**src/rtl/ama_riscv_lsu_pkg.sv**
```systemverilog
// Shared types for the ama-riscv load/store unit: memory access types,
// LSU FSM states, address-region codes and the port word-address width.
package ama_riscv_lsu_pkg;

   localparam int CORE_ADDR_BUS_W = 14;

   // Region codes found in byte-address bits [17:16]
   localparam logic [1:0] DMEM_RANGE = 2'b00;
   localparam logic [1:0] MMIO_RANGE = 2'b01;

   // Access type, encoded like the RISC-V load/store funct3 field
   typedef enum logic [2:0] {
      DMEM_DTYPE_BYTE  = 3'b000,
      DMEM_DTYPE_HALF  = 3'b001,
      DMEM_DTYPE_WORD  = 3'b010,
      DMEM_DTYPE_UBYTE = 3'b100,
      DMEM_DTYPE_UHALF = 3'b101
   } dmem_dtype_t;

   typedef enum logic [1:0] {
      IDLE    = 2'd0,
      ISSUE   = 2'd1,
      WAIT_RD = 2'd2,
      DONE    = 2'd3
   } lsu_state_t;

   // 3'b011, 3'b110 and 3'b111 are not valid access types
   function automatic logic dtype_legal(input logic [2:0] dt);
      logic ok;
      ok = 1'b0;
      case (dt)
         DMEM_DTYPE_BYTE, DMEM_DTYPE_HALF, DMEM_DTYPE_WORD,
         DMEM_DTYPE_UBYTE, DMEM_DTYPE_UHALF: ok = 1'b1;
         default: ok = 1'b0;
      endcase
      return ok;
   endfunction

endpackage

```
**src/rtl/ama_riscv_lsu_align.sv**
```systemverilog
// Combinational lane logic for the LSU: store-data replication plus byte
// strobes, and load-lane extraction with sign/zero extension. The offset
// given here is already the effective (possibly forced-aligned) offset.
module ama_riscv_lsu_align
   import ama_riscv_lsu_pkg::*;
(
   input  logic [2:0]  i_dtype,
   input  logic [1:0]  i_off,
   input  logic [31:0] i_wdata,
   input  logic [31:0] i_rdata,
   output logic [3:0]  o_wstrb,
   output logic [31:0] o_wdata,
   output logic [31:0] o_rdata
);

   logic [31:0] w_lane;

   // Store strobes/data and load extension selected by access type
   always_comb begin
      o_wstrb = 4'b0000;
      o_wdata = i_wdata;
      w_lane  = i_rdata >> {i_off, 3'b000};
      o_rdata = w_lane;
      case (i_dtype)
         DMEM_DTYPE_BYTE: begin
            o_wstrb = 4'b0001 << i_off;
            o_wdata = {4{i_wdata[7:0]}};
            o_rdata = {{24{w_lane[7]}}, w_lane[7:0]};
         end
         DMEM_DTYPE_UBYTE: begin
            o_wstrb = 4'b0001 << i_off;
            o_wdata = {4{i_wdata[7:0]}};
            o_rdata = {24'd0, w_lane[7:0]};
         end
         DMEM_DTYPE_HALF: begin
            o_wstrb = 4'b0011 << i_off;
            o_wdata = {2{i_wdata[15:0]}};
            o_rdata = {{16{w_lane[15]}}, w_lane[15:0]};
         end
         DMEM_DTYPE_UHALF: begin
            o_wstrb = 4'b0011 << i_off;
            o_wdata = {2{i_wdata[15:0]}};
            o_rdata = {16'd0, w_lane[15:0]};
         end
         DMEM_DTYPE_WORD: begin
            o_wstrb = 4'b1111;
            o_wdata = i_wdata;
            o_rdata = w_lane;
         end
         default: begin
            o_wstrb = 4'b0000;
            o_wdata = i_wdata;
            o_rdata = w_lane;
         end
      endcase
   end

endmodule

```
**src/rtl/ama_riscv_lsu.sv**
```systemverilog
// MEM-stage load/store unit: one outstanding access, valid/ready port to
// DMEM/MMIO, single-cycle response pulse to writeback.
// Optional feature macro: LSU_MISALIGN_TRAP_EN -- when defined, misaligned
// half/word accesses fault; otherwise the offset is forced aligned.
module ama_riscv_lsu
   import ama_riscv_lsu_pkg::*;
#(
   parameter int AW     = 32,
   parameter int MEM_AW = CORE_ADDR_BUS_W
)(
   input  logic              i_clk,
   input  logic              i_rst_n,
   input  logic              i_req_valid,
   output logic              o_req_ready,
   input  logic              i_req_we,
   input  logic [2:0]        i_req_dtype,
   input  logic [AW-1:0]     i_req_addr,
   input  logic [31:0]       i_req_wdata,
   output logic              o_rsp_valid,
   output logic [31:0]       o_rsp_data,
   output logic              o_rsp_fault,
   output logic              o_mem_req_valid,
   input  logic              i_mem_req_ready,
   output logic              o_mem_req_we,
   output logic              o_mem_req_mmio,
   output logic [MEM_AW-1:0] o_mem_req_addr,
   output logic [31:0]       o_mem_req_wdata,
   output logic [3:0]        o_mem_req_wstrb,
   input  logic              i_mem_rsp_valid,
   input  logic [31:0]       i_mem_rsp_rdata
);

   lsu_state_t          r_state, w_state_nxt;
   logic                r_we, r_mmio, r_fault;
   logic [2:0]          r_dtype;
   logic [1:0]          r_off;
   logic [MEM_AW-1:0]   r_addr;
   logic [31:0]         r_wdata, r_rsp_data;

   logic                w_accept, w_fault, w_misalign, w_region_bad;
   logic [1:0]          w_region, w_off, w_off_eff;
   logic [3:0]          w_wstrb;
   logic [31:0]         w_wdata_al, w_rdata_ext;
   logic                w_unused_addr;

   assign w_unused_addr = ^i_req_addr[AW-1:18];
   assign w_accept      = i_req_valid && (r_state == IDLE);
   assign w_region      = i_req_addr[17:16];
   assign w_off         = i_req_addr[1:0];

   // Request decode: region, type legality, misalignment and effective offset
   always_comb begin
      w_region_bad = !((w_region == DMEM_RANGE) || (w_region == MMIO_RANGE));
      w_misalign   = 1'b0;
      w_off_eff    = w_off;
      case (i_req_dtype)
         DMEM_DTYPE_HALF, DMEM_DTYPE_UHALF: begin
`ifdef LSU_MISALIGN_TRAP_EN
            w_misalign = w_off[0];
`else
            w_off_eff  = {w_off[1], 1'b0};
`endif
         end
         DMEM_DTYPE_WORD: begin
`ifdef LSU_MISALIGN_TRAP_EN
            w_misalign = |w_off;
`else
            w_off_eff  = 2'b00;
`endif
         end
         default: w_off_eff = w_off;
      endcase
      w_fault = w_region_bad || !dtype_legal(i_req_dtype) || w_misalign;
   end

   ama_riscv_lsu_align u_align (
      .i_dtype (r_dtype),
      .i_off   (r_off),
      .i_wdata (r_wdata),
      .i_rdata (i_mem_rsp_rdata),
      .o_wstrb (w_wstrb),
      .o_wdata (w_wdata_al),
      .o_rdata (w_rdata_ext)
   );

   // State register; reset abandons any access in flight
   always_ff @(posedge i_clk or negedge i_rst_n) begin
      if (!i_rst_n) r_state <= IDLE;
      else          r_state <= w_state_nxt;
   end

   // Next state and port outputs, all ports quiet outside their state
   always_comb begin
      w_state_nxt     = r_state;
      o_req_ready     = 1'b0;
      o_rsp_valid     = 1'b0;
      o_rsp_data      = 32'd0;
      o_rsp_fault     = 1'b0;
      o_mem_req_valid = 1'b0;
      o_mem_req_we    = 1'b0;
      o_mem_req_mmio  = 1'b0;
      o_mem_req_addr  = '0;
      o_mem_req_wdata = 32'd0;
      o_mem_req_wstrb = 4'b0000;
      case (r_state)
         IDLE: begin
            o_req_ready = 1'b1;
            if (i_req_valid) w_state_nxt = w_fault ? DONE : ISSUE;
         end
         ISSUE: begin
            o_mem_req_valid = 1'b1;
            o_mem_req_we    = r_we;
            o_mem_req_mmio  = r_mmio;
            o_mem_req_addr  = r_addr;
            o_mem_req_wdata = r_we ? w_wdata_al : 32'd0;
            o_mem_req_wstrb = r_we ? w_wstrb : 4'b0000;
            if (i_mem_req_ready) w_state_nxt = r_we ? DONE : WAIT_RD;
         end
         WAIT_RD: begin
            if (i_mem_rsp_valid) w_state_nxt = DONE;
         end
         DONE: begin
            o_rsp_valid = 1'b1;
            o_rsp_data  = r_rsp_data;
            o_rsp_fault = r_fault;
            w_state_nxt = IDLE;
         end
         default: w_state_nxt = IDLE;
      endcase
   end

   // Request capture on accept and load-data capture in WAIT_RD
   always_ff @(posedge i_clk or negedge i_rst_n) begin
      if (!i_rst_n) begin
         r_we       <= 1'b0;
         r_mmio     <= 1'b0;
         r_fault    <= 1'b0;
         r_dtype    <= 3'd0;
         r_off      <= 2'd0;
         r_addr     <= '0;
         r_wdata    <= 32'd0;
         r_rsp_data <= 32'd0;
      end else begin
         if (w_accept) begin
            r_we       <= i_req_we;
            r_mmio     <= (w_region == MMIO_RANGE);
            r_fault    <= w_fault;
            r_dtype    <= i_req_dtype;
            r_off      <= w_off_eff;
            r_addr     <= i_req_addr[MEM_AW+1:2];
            r_wdata    <= i_req_wdata;
            r_rsp_data <= 32'd0;
         end
         if ((r_state == WAIT_RD) && i_mem_rsp_valid) r_rsp_data <= w_rdata_ext;
      end
   end

endmodule

```
**config.mk**
```make
export PLATFORM = sky130hd
export DESIGN_NAME = ama_riscv_lsu
export DESIGN_NICKNAME = d
export VERILOG_FILES = /design/src/rtl/ama_riscv_lsu_pkg.sv /design/src/rtl/ama_riscv_lsu_align.sv /design/src/rtl/ama_riscv_lsu.sv
export SDC_FILE = /design/constraint.sdc
export NUM_CORES = 1
export LEC_CHECK = 0
export BUFFER_PORTS_ARGS = -buffer_cell sky130_fd_sc_hd__buf_4
export CORE_MARGIN = 2
export CORE_UTILIZATION = 40
export CTS_CLUSTER_DIAMETER = 150
export DETAILED_ROUTE_END_ITERATION = 8
export GPL_TIMING_DRIVEN = 0
export PLACE_DENSITY_LB_ADDON = 0.15
export SETUP_SLACK_MARGIN = 0.1
export SLEW_MARGIN = 10
export SYNTH_ARGS = -nofsm -noshare
export SYNTH_HDL_FRONTEND = slang
export SYNTH_HIERARCHICAL = 1
export SYNTH_SLANG_ARGS = --single-unit
```
**constraint.sdc**
```tcl
create_clock -name i_clk -period 2.1 [get_ports i_clk]
set_clock_uncertainty 0.15 [all_clocks]
set_input_delay 0.105 -clock i_clk [delete_from_list [all_inputs] [get_ports i_clk]]
set_output_delay 0.105 -clock i_clk [all_outputs]
set_load 0.03 [all_outputs]
```
==> impl_summary.txt <==
----------------------------------------------------
[Finish]
  Fraction of the core area covered by cells at the end of the flow ... 0.638
  Post-layout nets ... 870
  Filler cell count in the final layout ... 1078
  Ant diodes ... 0
  Most common cell after layout, fill and taps aside ... buf_4
  Layout cell share with drive strength beyond 1 ... 0.465
  Final cell count without fillers ... 936
  Final cell area excluding filler cells ... 8050 um2
  Layout Area Growth over Synthesis ... 55.6%
  Highest-count cells in the layout ignoring fill and taps ... 192 x buf_4, 85 x dfrtp_1, 59 x dlygate4sd3_1, 51 x and2_1, 47 x mux2_2

[Clock network]
  CTS tree ... yes
  Clock sink total ... 88
  Total clock buffers created by CTS ... 9
  Clock-pin slew of the registers on the worst-case setup and hold paths ... 0.06 ns
  Root buffer selected by CTS ... clkbuf_16
  Number of levels in the clock H-tree ... 3
  Clock latency at the later pin of the worst-skew pair ... 0.34 ns
  Buffer depth of the longest clock path ... 2

[Worst setup path]
  Reg2reg setup slack ... 0.07 ns
  Startpoint Class ... flip-flop
  Arrival @ worst endpoint ... 1.77 ns
  Startpoint of the worst-slack reg-to-reg timing path ... r_off[1]
  Delay of the slowest cell on the worst path ... 0.38 ns
  Critical path endpoint category ... primary output
  Most used cell along the critical path ... buf_6
  Count of cells along the worst register-to-register path ... 7
  Peak fanout along the critical path ... 5
  Cell-by-cell listing of the critical path ... buf_6 -> nor2_4 -> buf_6 -> mux2_4 -> and3_4 -> buf_6
  Required time worst endpoint ... 1.85 ns
  Worst-path cell with the longest stage delay ... dfrtp_1
  Critical path class ... flip-flop to primary output
  Endpoint of the lowest-slack register-to-register path ... r_rsp_data[22]

[GRT]
  Vias in the first global route ... 5029
  Aggregate global routing overflow ... 0
  Maximum number of pins on one net before global-route repair ... 89
  Wire length of the first global-routing pass ... 26300 um
  Initial antenna violation count ... 0
  Global-route usage over all layers ... 0.238

[Drt]
  Mean number of vias per cell ... 5.15
  Antenna violation net count after detailed routing ... 0
  Count of routing violations after the opening detailed-route iteration ... 231
  Total length of routed wires ... 16400 um
  Drt pass-1 iters ... 4
  Via count of the routed design ... 4825
  DRC Markers ... 0
  DR WL/cell ... 17.5 um

[Placement]
  RePlAce Congestion ... 0.907
  Sum of net half-perimeters after detailed placement ... 11400 um
  Post-Place Cells ... 844
  Post-placement worst setup slack ... -0.0928 ns
  Number of I/O port buffers ... 178
  Instance area after placement ... 6730 um2

[Die]
  Starting Density ... 0.410
  Number of top-level pins ... 193
  Die area ... 13900 um2
  Vertical die dimension ... 118 um
  Core Rows ... 41
  Die W ... 118 um
  Area of the placeable core ... 12600 um2

[Logic synthesis]
  Synth cell types ... 39
  Register area share after synthesis ... 0.425
  Share of the synthesized area in compound gates (AO/OA/AOI/OAI) ... 0.146
  Cell area after technology mapping ... 5180 um2
  Fraction of the mapped netlist area in simple logic gates ... 0.168
  Multiplexer share of the synthesized area ... 0.194
  Number of cells produced by synthesis ... 494
  #FFs+latches synth ... 88
  Synth Area in XOR/XNOR ... 0
  Adder and majority cell fraction of the synthesized area ... 0.0121
  Syn. warnings ... 6
  Combinational family with the most area after synthesis ... multiplexers
  Primary FF master, synth ... dfrtp_1
  Post-synth ARST share ... 1.00
  Number of enable flip-flop cells after synthesis ... 0
  Post-synthesis net count ... 604
  Avg Synthesized Cell Area ... 10.5 um2

[STA]
  Worst hold slack ... -0.00453 ns
  Final Max Slew Viols ... 0
  Setup total negative slack ... 0 ns
  Hold violation count in the final report ... 2
  Final WS setup ... 0.0724 ns
  Final critical-path required period ... 2.03 ns
  Number of failing setup endpoints in the final timing report ... 0
  Share of the clock period used by the worst path ... 0.966
  RSZ-0062 raised after global routing ... yes
  Tightest slew margin relative to the limit ... 0.461
  FMAX ... 493 MHz
  Transition time at the pin with the least slew margin ... 0.809 ns

[Status]
  Violations in the final reports ... negative hold slack
  Outcome ... finished with violations

[Pwr]
  Tot Pwr ... 11.8 mW
  Power density over the cells ... 1460 nW/um2
  Leak Pwr ... 3.92 nW
  Largest voltage drop on the vdd net ... 0.829 mV

[Run]
  Count of maximum capacitance violations ... 0

[Worst hold path]
  Min-Delay Path Class ... input port to flip-flop
  Startpoint of the lowest-slack hold path ... i_mem_rsp_rdata[30]
  Worst Hold Depth ... 4
  End point of the worst hold path ... r_rsp_data[30]

----------------------------------------------------
[final cells by class]
type | count | area, um2 | area share
plain buffers | 51 | 374 | 0.0465
clock buffers | 11 | 233 | 0.0289
clock inverters | 4 | 22.5 | 0.00280
inverters | 4 | 15.0 | 0.00186
multi-input cells | 351 | 2870 | 0.357
flip-flops and latches | 88 | 2210 | 0.274
well taps | 172 | 215 | 0.0267
repair buffers | 255 | 2120 | 0.263
[critical path: cells and delay by family, from the launching register on]
family | cells | cell delay (ns)
multiplexers | 1 | 0.30
buffers and inverters | 3 | 0.43
AND/OR/NAND/NOR | 2 | 0.31
flip-flops | 1 | 0.38
[sequential cells by signal (all words and copies together) (netlist names)]
| signal | count |
|---|---|
| r_addr | 14 |
| r_dtype | 3 |
| r_fault | 1 |
| r_mmio | 1 |
| r_off | 2 |
| r_rsp_data | 32 |
| r_state | 2 |
| r_wdata | 32 |
| r_we | 1 |
[cell usage after synthesis (2+ instances only)]
cell      count  area [um2]
a21oi_1       9        45.0
buf_2        14        70.1
a22o_1       32         280
o21ai_2       3        26.3
nor3_1        2        10.0
nand2_1      25        93.8
inv_1         4        15.0
mux2i_1      25         250
o31ai_1       3        22.5
buf_6         2        22.5
nor2_1       23        86.3
and3_1       36         225
o22ai_2       8         100
clkbuf_1     20        75.1
nor2b_1      12        75.1
nor2_2        2        12.5
o21ai_0      20         100
mux2_2       55         619
buf_1         5        18.8
buf_4         9        67.6
mux2_1       12         135
and2_1       51         319
a211oi_1     15         113
ha_1          5        62.6
dfrtp_1      88        2200
[worst max path at each step]
stage               startpoint             endpoint  slack (ns)  cells after the start
finish              r_dtype[0]   o_mem_req_wdata[8]        0.07                      6
global route        r_dtype[0]  o_mem_req_wdata[13]       0.006                      6
CTS                   r_off[1]       r_rsp_data[23]       0.003                      7
detailed placement  r_state[0]          r_wdata[11]       -0.09                      6
global placement    r_dtype[0]        r_rsp_data[8]       -0.04                      6
floorplan           r_state[0]          r_wdata[11]        0.10                      6
[report_power, final]
part | switching, mW | internal [mW]
logic | 3.78 | 3.52
clock network | 0.630 | 0.789
registers | 0.580 | 2.49
total | 4.99 | 6.80
[timing repair]
item                                   CTS  global route
gates cloned                             0             1
gates resized for setup                 77            41
setup endpoints to repair              124           126
endpoints found under the hold margin  143             0
hold buffers                            59             0
setup buffers                            5            12
pin swaps                                2            14
[cells by family after synthesis]
| kind of cell | Yosys count |
|---|---|
| adders and majority gates | 5 |
| muxes | 92 |
| and+or+nand+nor | 158 |
| buffers and inverters | 55 |
| AOI/OAI and AO/OA | 96 |
| DFF | 88 |
[per-layer routing]
metal,track usage,wire length (um),vias up
met2,0.404,8170,181
met1,0.296,6850,2332
li1,-,-,2284
met4,0.0889,368,0
met5,0,0,-
met3,0.0543,990,28
(Power assumes the default switching activity.)
